--- src/rtl/dmg_irq_ctrl_pkg.sv ---
// Shared definitions for the DMG interrupt controller: source indices, vector
// layout, dispatch state encoding and register addresses.
package dmg_irq_pkg;

   localparam int NUM_SRC = 5;

   typedef enum logic [2:0] {
      SRC_VBLANK = 3'd0,
      SRC_STAT   = 3'd1,
      SRC_TIMER  = 3'd2,
      SRC_SERIAL = 3'd3,
      SRC_JOYPAD = 3'd4
   } irq_src_e;

   localparam logic [7:0] VEC_BASE   = 8'h40;
   localparam logic [7:0] VEC_STRIDE = 8'h08;

   typedef enum logic [1:0] {
      ST_IDLE = 2'd0,
      ST_REQ  = 2'd1,
      ST_ACK  = 2'd2
   } irq_state_e;

   localparam logic [15:0] ADDR_IF = 16'hFF0F;
   localparam logic [15:0] ADDR_IE = 16'hFFFF;

   // Dispatch vector for a source index; index 0 maps to VEC_BASE.
   function automatic logic [7:0] vec_of(input logic [2:0] idx);
      return VEC_BASE + ({5'b00000, idx} * VEC_STRIDE);
   endfunction

endpackage

--- src/rtl/dmg_irq_ctrl_if.sv ---
// CPU-side bus of the interrupt controller: register access, IME strobes,
// dispatch handshake and per-source interrupt pulses.
interface dmg_irq_ctrl_if;
   logic [4:0] irq_pulse;
   logic       sel_if;
   logic       sel_ie;
   logic       wr_en;
   logic [7:0] wr_data;
   logic [7:0] rd_data;
   logic       ei;
   logic       di;
   logic       int_ack;
   logic       int_req;
   logic [7:0] int_vec;
   logic       wake;
   logic       ime;

   // int_req is a level held until the single-cycle int_ack is sampled on a
   // rising edge; int_vec is only meaningful while int_req is high.
   modport master (
      output irq_pulse, sel_if, sel_ie, wr_en, wr_data, ei, di, int_ack,
      input  rd_data, int_req, int_vec, wake, ime
   );

   modport slave (
      input  irq_pulse, sel_if, sel_ie, wr_en, wr_data, ei, di, int_ack,
      output rd_data, int_req, int_vec, wake, ime
   );
endinterface

--- src/rtl/dmg_irq_ctrl_prio_enc.sv ---
// Lowest-set-bit priority encoder over the five pending interrupt sources.
module irq_prio_enc
   import dmg_irq_pkg::*;
(
   input  logic [4:0] pending,
   output logic       valid,
   output logic [2:0] idx,
   output logic [7:0] vec
);

   // Scan from the top down so the lowest set bit is the last one written.
   always_comb begin
      valid = 1'b0;
      idx   = 3'd0;
      for (int i = NUM_SRC - 1; i >= 0; i--) begin
         if (pending[i]) begin
            valid = 1'b1;
            idx   = 3'(i);
         end
      end
   end

   assign vec = valid ? vec_of(idx) : 8'h00;

endmodule

--- src/rtl/dmg_irq_ctrl.sv ---
// DMG interrupt controller: IF/IE registers, IME with delayed EI, and the
// IDLE/REQ/ACK dispatch handshake towards the CPU sequencer.
module dmg_irq_ctrl
   import dmg_irq_pkg::*;
(
   input  logic           clk,
   input  logic           reset,
   dmg_irq_ctrl_if.slave  bus,
   output logic [1:0]     dbg_state
);

   localparam logic [1:0] S_IDLE = ST_IDLE;
   localparam logic [1:0] S_REQ  = ST_REQ;
   localparam logic [1:0] S_ACK  = ST_ACK;

   logic [4:0] if_q;
   logic [7:0] ie_q;
   logic       ime_q;
   logic       ei_arm_q;
   logic [1:0] state_q;
   logic       int_req_q;
   logic [7:0] int_vec_q;

   logic [4:0] pending;
   logic       prio_valid;
   logic [2:0] prio_idx;
   logic [7:0] prio_vec;
   logic [4:0] prio_onehot;
   logic       wr_if;
   logic       wr_ie;
   logic       ack_take;
   logic [4:0] ack_clr;
   logic [4:0] if_base;

   assign pending = if_q & ie_q[4:0];
   assign wr_if   = bus.wr_en & bus.sel_if;
   assign wr_ie   = bus.wr_en & bus.sel_ie;

   irq_prio_enc u_prio (
      .pending (pending),
      .valid   (prio_valid),
      .idx     (prio_idx),
      .vec     (prio_vec)
   );

   // An acknowledge with nothing pending (late IE/IF change) clears no flag.
   assign ack_take    = (state_q == S_REQ) && bus.int_ack;
   assign prio_onehot = prio_valid ? (5'b00001 << prio_idx) : 5'b00000;
   assign ack_clr     = ack_take ? prio_onehot : 5'b00000;
   assign if_base     = wr_if ? bus.wr_data[4:0] : if_q;

   // Pulses are OR-ed in last so a same-cycle set beats any clear.
   always_ff @(posedge clk or posedge reset) begin
      if (reset) begin
         if_q <= 5'b00000;
      end else begin
         if_q <= (if_base & ~ack_clr) | bus.irq_pulse;
      end
   end

   always_ff @(posedge clk or posedge reset) begin
      if (reset) begin
         ie_q <= 8'h00;
      end else if (wr_ie) begin
         ie_q <= bus.wr_data;
      end
   end

   // EI arms on the first edge and enables IME on the second; DI or a taken
   // acknowledge disarms and disables at once, overriding a concurrent EI.
   always_ff @(posedge clk or posedge reset) begin
      if (reset) begin
         ime_q    <= 1'b0;
         ei_arm_q <= 1'b0;
      end else if (bus.di || ack_take) begin
         ime_q    <= 1'b0;
         ei_arm_q <= 1'b0;
      end else begin
         if (ei_arm_q) begin
            ime_q <= 1'b1;
         end
         ei_arm_q <= bus.ei;
      end
   end

   always_ff @(posedge clk or posedge reset) begin
      if (reset) begin
         state_q   <= S_IDLE;
         int_req_q <= 1'b0;
         int_vec_q <= 8'h00;
      end else begin
         case (state_q)
            S_IDLE: begin
               if (ime_q && (pending != 5'b00000)) begin
                  state_q   <= S_REQ;
                  int_req_q <= 1'b1;
                  int_vec_q <= prio_vec;
               end
            end
            S_REQ: begin
               // An acknowledge commits the dispatch even if DI arrives with it.
               if (bus.int_ack) begin
                  state_q   <= S_ACK;
                  int_req_q <= 1'b0;
               end else if (bus.di) begin
                  state_q   <= S_IDLE;
                  int_req_q <= 1'b0;
               end else begin
                  int_vec_q <= prio_vec;
               end
            end
            S_ACK: begin
               state_q <= S_IDLE;
            end
            default: begin
               state_q   <= S_IDLE;
               int_req_q <= 1'b0;
            end
         endcase
      end
   end

   always_comb begin
      bus.rd_data = 8'hFF;
      if (bus.sel_if) begin
         bus.rd_data = {3'b111, if_q};
      end else if (bus.sel_ie) begin
         bus.rd_data = ie_q;
      end
   end

   assign bus.int_req = int_req_q;
   assign bus.int_vec = int_vec_q;
   assign bus.wake    = |pending;
   assign bus.ime     = ime_q;
   assign dbg_state   = state_q;

endmodule

--- src/flat_wrapper.sv ---
// flat-port wrapper written by rule: the top's interface ports become plain ports
module dmg_irq_ctrl_flat import dmg_irq_pkg::*;
  (clk, reset, dbg_state, bus_irq_pulse, bus_sel_if, bus_sel_ie, bus_wr_en, bus_wr_data, bus_ei, bus_di, bus_int_ack, bus_rd_data, bus_int_req, bus_int_vec, bus_wake, bus_ime);
  dmg_irq_ctrl_if bus_i ();
  input  logic clk;
  input  logic reset;
  output logic [1:0] dbg_state;
  input wire logic [$bits(bus_i.irq_pulse)-1:0] bus_irq_pulse;
  input wire logic [$bits(bus_i.sel_if)-1:0] bus_sel_if;
  input wire logic [$bits(bus_i.sel_ie)-1:0] bus_sel_ie;
  input wire logic [$bits(bus_i.wr_en)-1:0] bus_wr_en;
  input wire logic [$bits(bus_i.wr_data)-1:0] bus_wr_data;
  input wire logic [$bits(bus_i.ei)-1:0] bus_ei;
  input wire logic [$bits(bus_i.di)-1:0] bus_di;
  input wire logic [$bits(bus_i.int_ack)-1:0] bus_int_ack;
  output wire logic [$bits(bus_i.rd_data)-1:0] bus_rd_data;
  output wire logic [$bits(bus_i.int_req)-1:0] bus_int_req;
  output wire logic [$bits(bus_i.int_vec)-1:0] bus_int_vec;
  output wire logic [$bits(bus_i.wake)-1:0] bus_wake;
  output wire logic [$bits(bus_i.ime)-1:0] bus_ime;
  assign bus_i.irq_pulse = bus_irq_pulse;
  assign bus_i.sel_if = bus_sel_if;
  assign bus_i.sel_ie = bus_sel_ie;
  assign bus_i.wr_en = bus_wr_en;
  assign bus_i.wr_data = bus_wr_data;
  assign bus_i.ei = bus_ei;
  assign bus_i.di = bus_di;
  assign bus_i.int_ack = bus_int_ack;
  assign bus_rd_data = bus_i.rd_data;
  assign bus_int_req = bus_i.int_req;
  assign bus_int_vec = bus_i.int_vec;
  assign bus_wake = bus_i.wake;
  assign bus_ime = bus_i.ime;
  dmg_irq_ctrl u_core (.clk(clk), .reset(reset), .bus(bus_i), .dbg_state(dbg_state));
endmodule
--- config.mk ---
export PLATFORM = sky130hd
export DESIGN_NAME = dmg_irq_ctrl_flat
export DESIGN_NICKNAME = d
export VERILOG_FILES = /design/src/rtl/dmg_irq_ctrl_pkg.sv /design/src/rtl/dmg_irq_ctrl_if.sv /design/src/rtl/dmg_irq_ctrl_prio_enc.sv /design/src/rtl/dmg_irq_ctrl.sv /design/src/flat_wrapper.sv
export SDC_FILE = /design/constraint.sdc
export NUM_CORES = 1
export LEC_CHECK = 0
export CAP_MARGIN = 20
export CORE_ASPECT_RATIO = 1.2
export CORE_MARGIN = 2
export CORE_UTILIZATION = 45
export CTS_CLUSTER_SIZE = 28
export DETAILED_ROUTE_END_ITERATION = 12
export GPL_TIMING_DRIVEN = 0
export PLACE_DENSITY = 0.87
export SYNTH_ARGS = -nofsm -noshare
export SYNTH_HDL_FRONTEND = slang
export SYNTH_SLANG_ARGS = --single-unit
--- constraint.sdc ---
create_clock -name clk -period 3.34 [get_ports clk]
set_input_delay 0.835 -clock clk [delete_from_list [all_inputs] [get_ports clk]]
set_output_delay 0.835 -clock clk [all_outputs]
set_load 0.01 [all_outputs]
; Yosys cells after proc, flatten, opt, wreduce, memory -nomap -nowiden
; Cells that the tools add are included.
[classes]
add_sub_neg = 1
mul = 0
n_div = 0
order_cmp = 0
eq_ne = 6
shift = 1
muxes = 31
n_bitwise = 7
reduce_logical = 11
[op_table]
columns = op, count
row1 = $mux W8, 6
row2 = $pmux W8 S2, 1
row3 = $mux W3, 5
row4 = $mux W5, 3
row5 = $mux W1, 11
row6 = $and A5 B5 Y5, 2
row7 = $add A7 B6 Y8 const A, 1
row8 = $mux W2, 3
row9 = $not A5 Y5, 1
row10 = $or A5 B5 Y5, 1
row11 = $reduce_bool A5 Y1, 1
row12 = $reduce_or A5 Y1, 1
row13 = $shl A1 B3 Y5 const A, 1
row14 = $ne A2 B2 Y1 const B, 2
row15 = $pmux W2 S2, 1
row16 = $reduce_and A4 Y1, 1
row17 = $reduce_bool A2 Y1, 2
row18 = $ne A3 B3 Y1 const B, 1
row19 = $pmux W1 S3, 1
row20 = $reduce_and A3 Y1, 1
row21 = $and A1 B1 Y1, 2
row22 = $eq A2 B1 Y1 const B, 1
row23 = $eq A2 B2 Y1 const B, 1
row24 = $logic_and A1 B1 Y1, 2
row25 = 5 further kinds, 5
[totals]
regBits = 26
latchBits = 0
ramBits = 0
rom_bits = 0
input_bits = 21
n_memories = 0

; Depth between registers and ports, before layout
[depth]
word_depth = 12
ltp_mapped = 5
depth_no_buf = 5

; Hierarchy
; From an unflattened synthesis, not the netlist that was laid out.
[hier_totals]
hier_cells = 139
area_unflattened_um2 = 1418.9
[modules_own_cells]
columns = mod, instances, cells_each, area_each_um2, seq_area_each_um2
row1 = dmg_irq_ctrl, 1, 122, 1312.5, 650.6
row2 = irq_prio_enc, 1, 17, 106.4, 0.0

; Worst setup path after synthesis
; OpenSTA, ideal clock, no wires.
[synth_timing]
path_type = input to output
start = input bus_sel_if
end = output bus_rd_data[1]
arrival_ns = 1.392
required_time_ns = 2.505
setup_slack_ns = 1.113
path_stages = 3
path_buffers = 1
path_cell_list = clkbuf_1 -> and2b_2 -> a21oi_1
[synth_via]
elab_chain_cells = 1
[synth_rtl]
columns = item, line_no
row1 = from (decl), flat_wrapper.sv:9  ; input wire logic [$bits(bus_i.sel_if)-1:0] bus_sel_if;
row2 = $mux W8, dmg_irq_ctrl.sv:125  ; if (bus.sel_if) begin
row3 = to (decl), flat_wrapper.sv:16  ; output wire logic [$bits(bus_i.rd_data)-1:0] bus_rd_data;
; Every way passes these cells.

; Worst setup path after layout
; Same ends and word-level chain as after synthesis.

==> flow_summary.toml <==
[route]
ant_nets = 0
drt_iter0_markers = 12
drc_errors = 0
drtPass1Iterations = 4
routed_wl_um = 2268
viasPerCell = 4.989
vias = 893
wire_per_inst_um = 12.67

[clocking]
h-tree-depth = 1
cts_resized = 0
cts_buffer_depth = 2
post-cts-setup-buffers = 0
cts-hold-fix-buffers = 0
clk_latency_ns = 0.30
cts_tree = "yes"
cts.sinks = 22
clkTransAtPathRegs_ns = 0.11
root_buffer = "clkbuf_4"
cts_buffers = 3

[pwr]
p_clk_share_pct = 19.5
switching_share_pct = 28.48
peakVddDrop_uv = 265.4
seqPwrFrac_pct = 47.4
p_int_mw = 0.5244
p_leak_nw = 0.7130
p_comb_share_pct = 33.1
power_density_nw_per_um2 = 455.3
power_switching_mw = 0.2088

[sta]
setup_viol = 0
finalHoldViolCount = 0
fin_setup_tns_ns = 0
max-slew-margin-rel_pct = 45.94
worst_hold_slack_ns = 0.5208
fin_crit_sh_pct = 95.59
rsz0062_at_grt = "false"
tightest_slew_ns = 0.8100
fin_ws_ns = 0.1474
slew_violations = 0
min_period_ns = 3.193
final.setup_skew_ns = 0.009425
timing.fmax_ghz = 0.3132

[worst_setup_path]
worst_ep_required_time_ns = 2.50
arrival_ns = 2.36
crit_path_start_kind = "primary input"
cp-end-kind = "primary output"
cpMostUsedCell = "clkdlybuf4s50_1"
crit_fanout = 12
path_class = "primary input to primary output"
worstPathCellList = "clkdlybuf4s50_1 > and2b_2 > a21oi_1 > clkdlybuf4s50_1"
cp_slowest_cell = "clkdlybuf4s50_1"
cpPeakStageDelay_ns = 0.57

[global_route]
grt.total_usage_pct = 15.98
grt_max_degree = 23
grt_overflow = 0
antenna_found_initial = 0
grt_pass1_vias = 873
grt_pass1_wl_um = 3629

[synth]
ys_seq_elements = 22
netlist_area_um2 = 1165
syn_avg_cell_area_um2 = 11.20
synth_edf_count = 0
synth_top_cell_area_share_pct = 47.26
synth.area.top_cells = "dfrtp_1 47%, mux2_2 7.7%, mux2_4 5.2%"
synth_ff_type = "dfrtp_1"
synth_warnings = 0
ys_seq_area_share_pct = 47.26
synth_top_cell_by_area = "dfrtp_1"
async_flop_share_pct = 100.0
yosysMostFrequentCell = "dfrtp_1"
synth.distinct_cells = 25
syn_inst = 104
synthTopCellsByCount = "22 x dfrtp_1, 10 x nor2_1, 8 x mux2_2"

[final_layout]
nFillCells = 218
multi_input_area_um2 = 573.1
finalNonFillerCells = 179
drive_above_1_share_pct = 17.12
fin_nets = 168
area_growth_pct = 38.24
regArea_um2 = 550.5
diodes = 0

[floorplan]
core_area_um2 = 2502
start_util_pct = 46.55
num_io_pins = 42
die_area_um2 = 3013
die_h_um = 59.74
die_x_um = 50.45
rows = 20

[placement]
portBuffers = 36
dp_hpwl_um = 1811
gp_routability_congestion = 0.8275
dp_cells = 176
pre_cts_slack_ns = 0.1226

[hold_path]
hold_path_class = "register to register"

[outcome]
status = "finished clean"

[run]
cap_violations = 0
==> layout make-up <==
cell class,instances,share of cell area (%)
inverters,4,0.9324
well taps,33,2.564
flip-flops and latches,22,34.19
plain buffers,5,2.098
multi-input cells,75,35.59
repair buffers,36,22.38
clock buffers,4,2.253
==> cell families after synthesis <==
group,share of synthesized area [%]
AO/OA/AOI/OAI,11.92
buffers and inverters,4.511
flip-flops,47.26
multiplexers,17.19
other,0.3219
AND/OR/NAND/NOR,18.80
==> per-stage QoR <==
stage / instance area (um2) / utilization (%) / power (mW)
2_1_floorplan: 1176 / - / 0.4824
3_3_place_gp: 1578 / 63.05 / 0.5894
3_5_place_dp: 1578 / 63.05 / 0.5987
4_1_cts: 1614 / 64.50 / 0.7447
5_1_grt: 1610 / 64.35 / 0.7753
6_report: 1610 / 64.35 / 0.7331
==> critical path: cells and delay by family <==
family	cells	cell delay [ns]
AO/OA/AOI/OAI	1	0.11
buffers and inverters	2	1.13
AND/OR/NAND/NOR	1	0.28
==> per-layer routing <==
metal  routed length, um  vias up  GRT usage, %
li1                    -      436             -
met3                 149        2         4.250
met2                1140       30         27.82
met1                 969      425         19.09
met5                   0        -             0
met4                   8        0         5.792
==> final timing paths <==
kind,startpoint,end,slack (ns),depth (start not counted)
worst min register to register,u_core.ie_q[7]$_DFFE_PP0P_,u_core.ie_q[7]$_DFFE_PP0P_,0.52,1
worst min-delay path,u_core.ie_q[7]$_DFFE_PP0P_,u_core.ie_q[7]$_DFFE_PP0P_,0.52,1
worst max register to register,u_core.if_q[3]$_DFF_PP0_,u_core.bus.int_vec[6]$_DFFE_PP0P_,1.72,4
max in group asynchronous,reset,u_core.if_q[0]$_DFF_PP0_,1.86,2
min in group asynchronous,reset,u_core.if_q[3]$_DFF_PP0_,0.98,2
worst max-delay path,bus_sel_if,bus_rd_data[1],0.15,4
==> state kept, by name, summed over array words and instances (netlist names) <==
name and flops:
u_core.bus.int_req 1, u_core.ie_q 8, u_core.dbg_state 2, u_core.bus.int_vec 4
u_core.bus.ime 1, u_core.ei_arm_q 1, u_core.if_q 5
==> power groups by stage <==
stage                     logic, mW  registers (mW)  clock network [mW]
after floorplan               0.126           0.357                   0
after global placement        0.239           0.350                   0
after detailed placement      0.245           0.353                   0
after CTS                     0.246           0.348               0.151
after global routing          0.261           0.352               0.162
final                         0.242           0.347               0.143
==> placed cells by master, fill, tap and decap left out, types with 2 or more instances in the layout <==
cell type and instances:
nor4b_1 2, nor3_1 4, nor2_1 10, buf_4 4
clkbuf_4 3, or2_1 2, dfrtp_1 22, a21oi_1 6
a22oi_4 2, mux2_4 4, mux2i_1 5, mux2_2 8
nand2_1 6, nor2b_1 7, nand2b_1 4, conb_1 4
clkdlybuf4s50_1 36, o21bai_1 4, inv_1 4
Power figures use the tool's default switching activity.
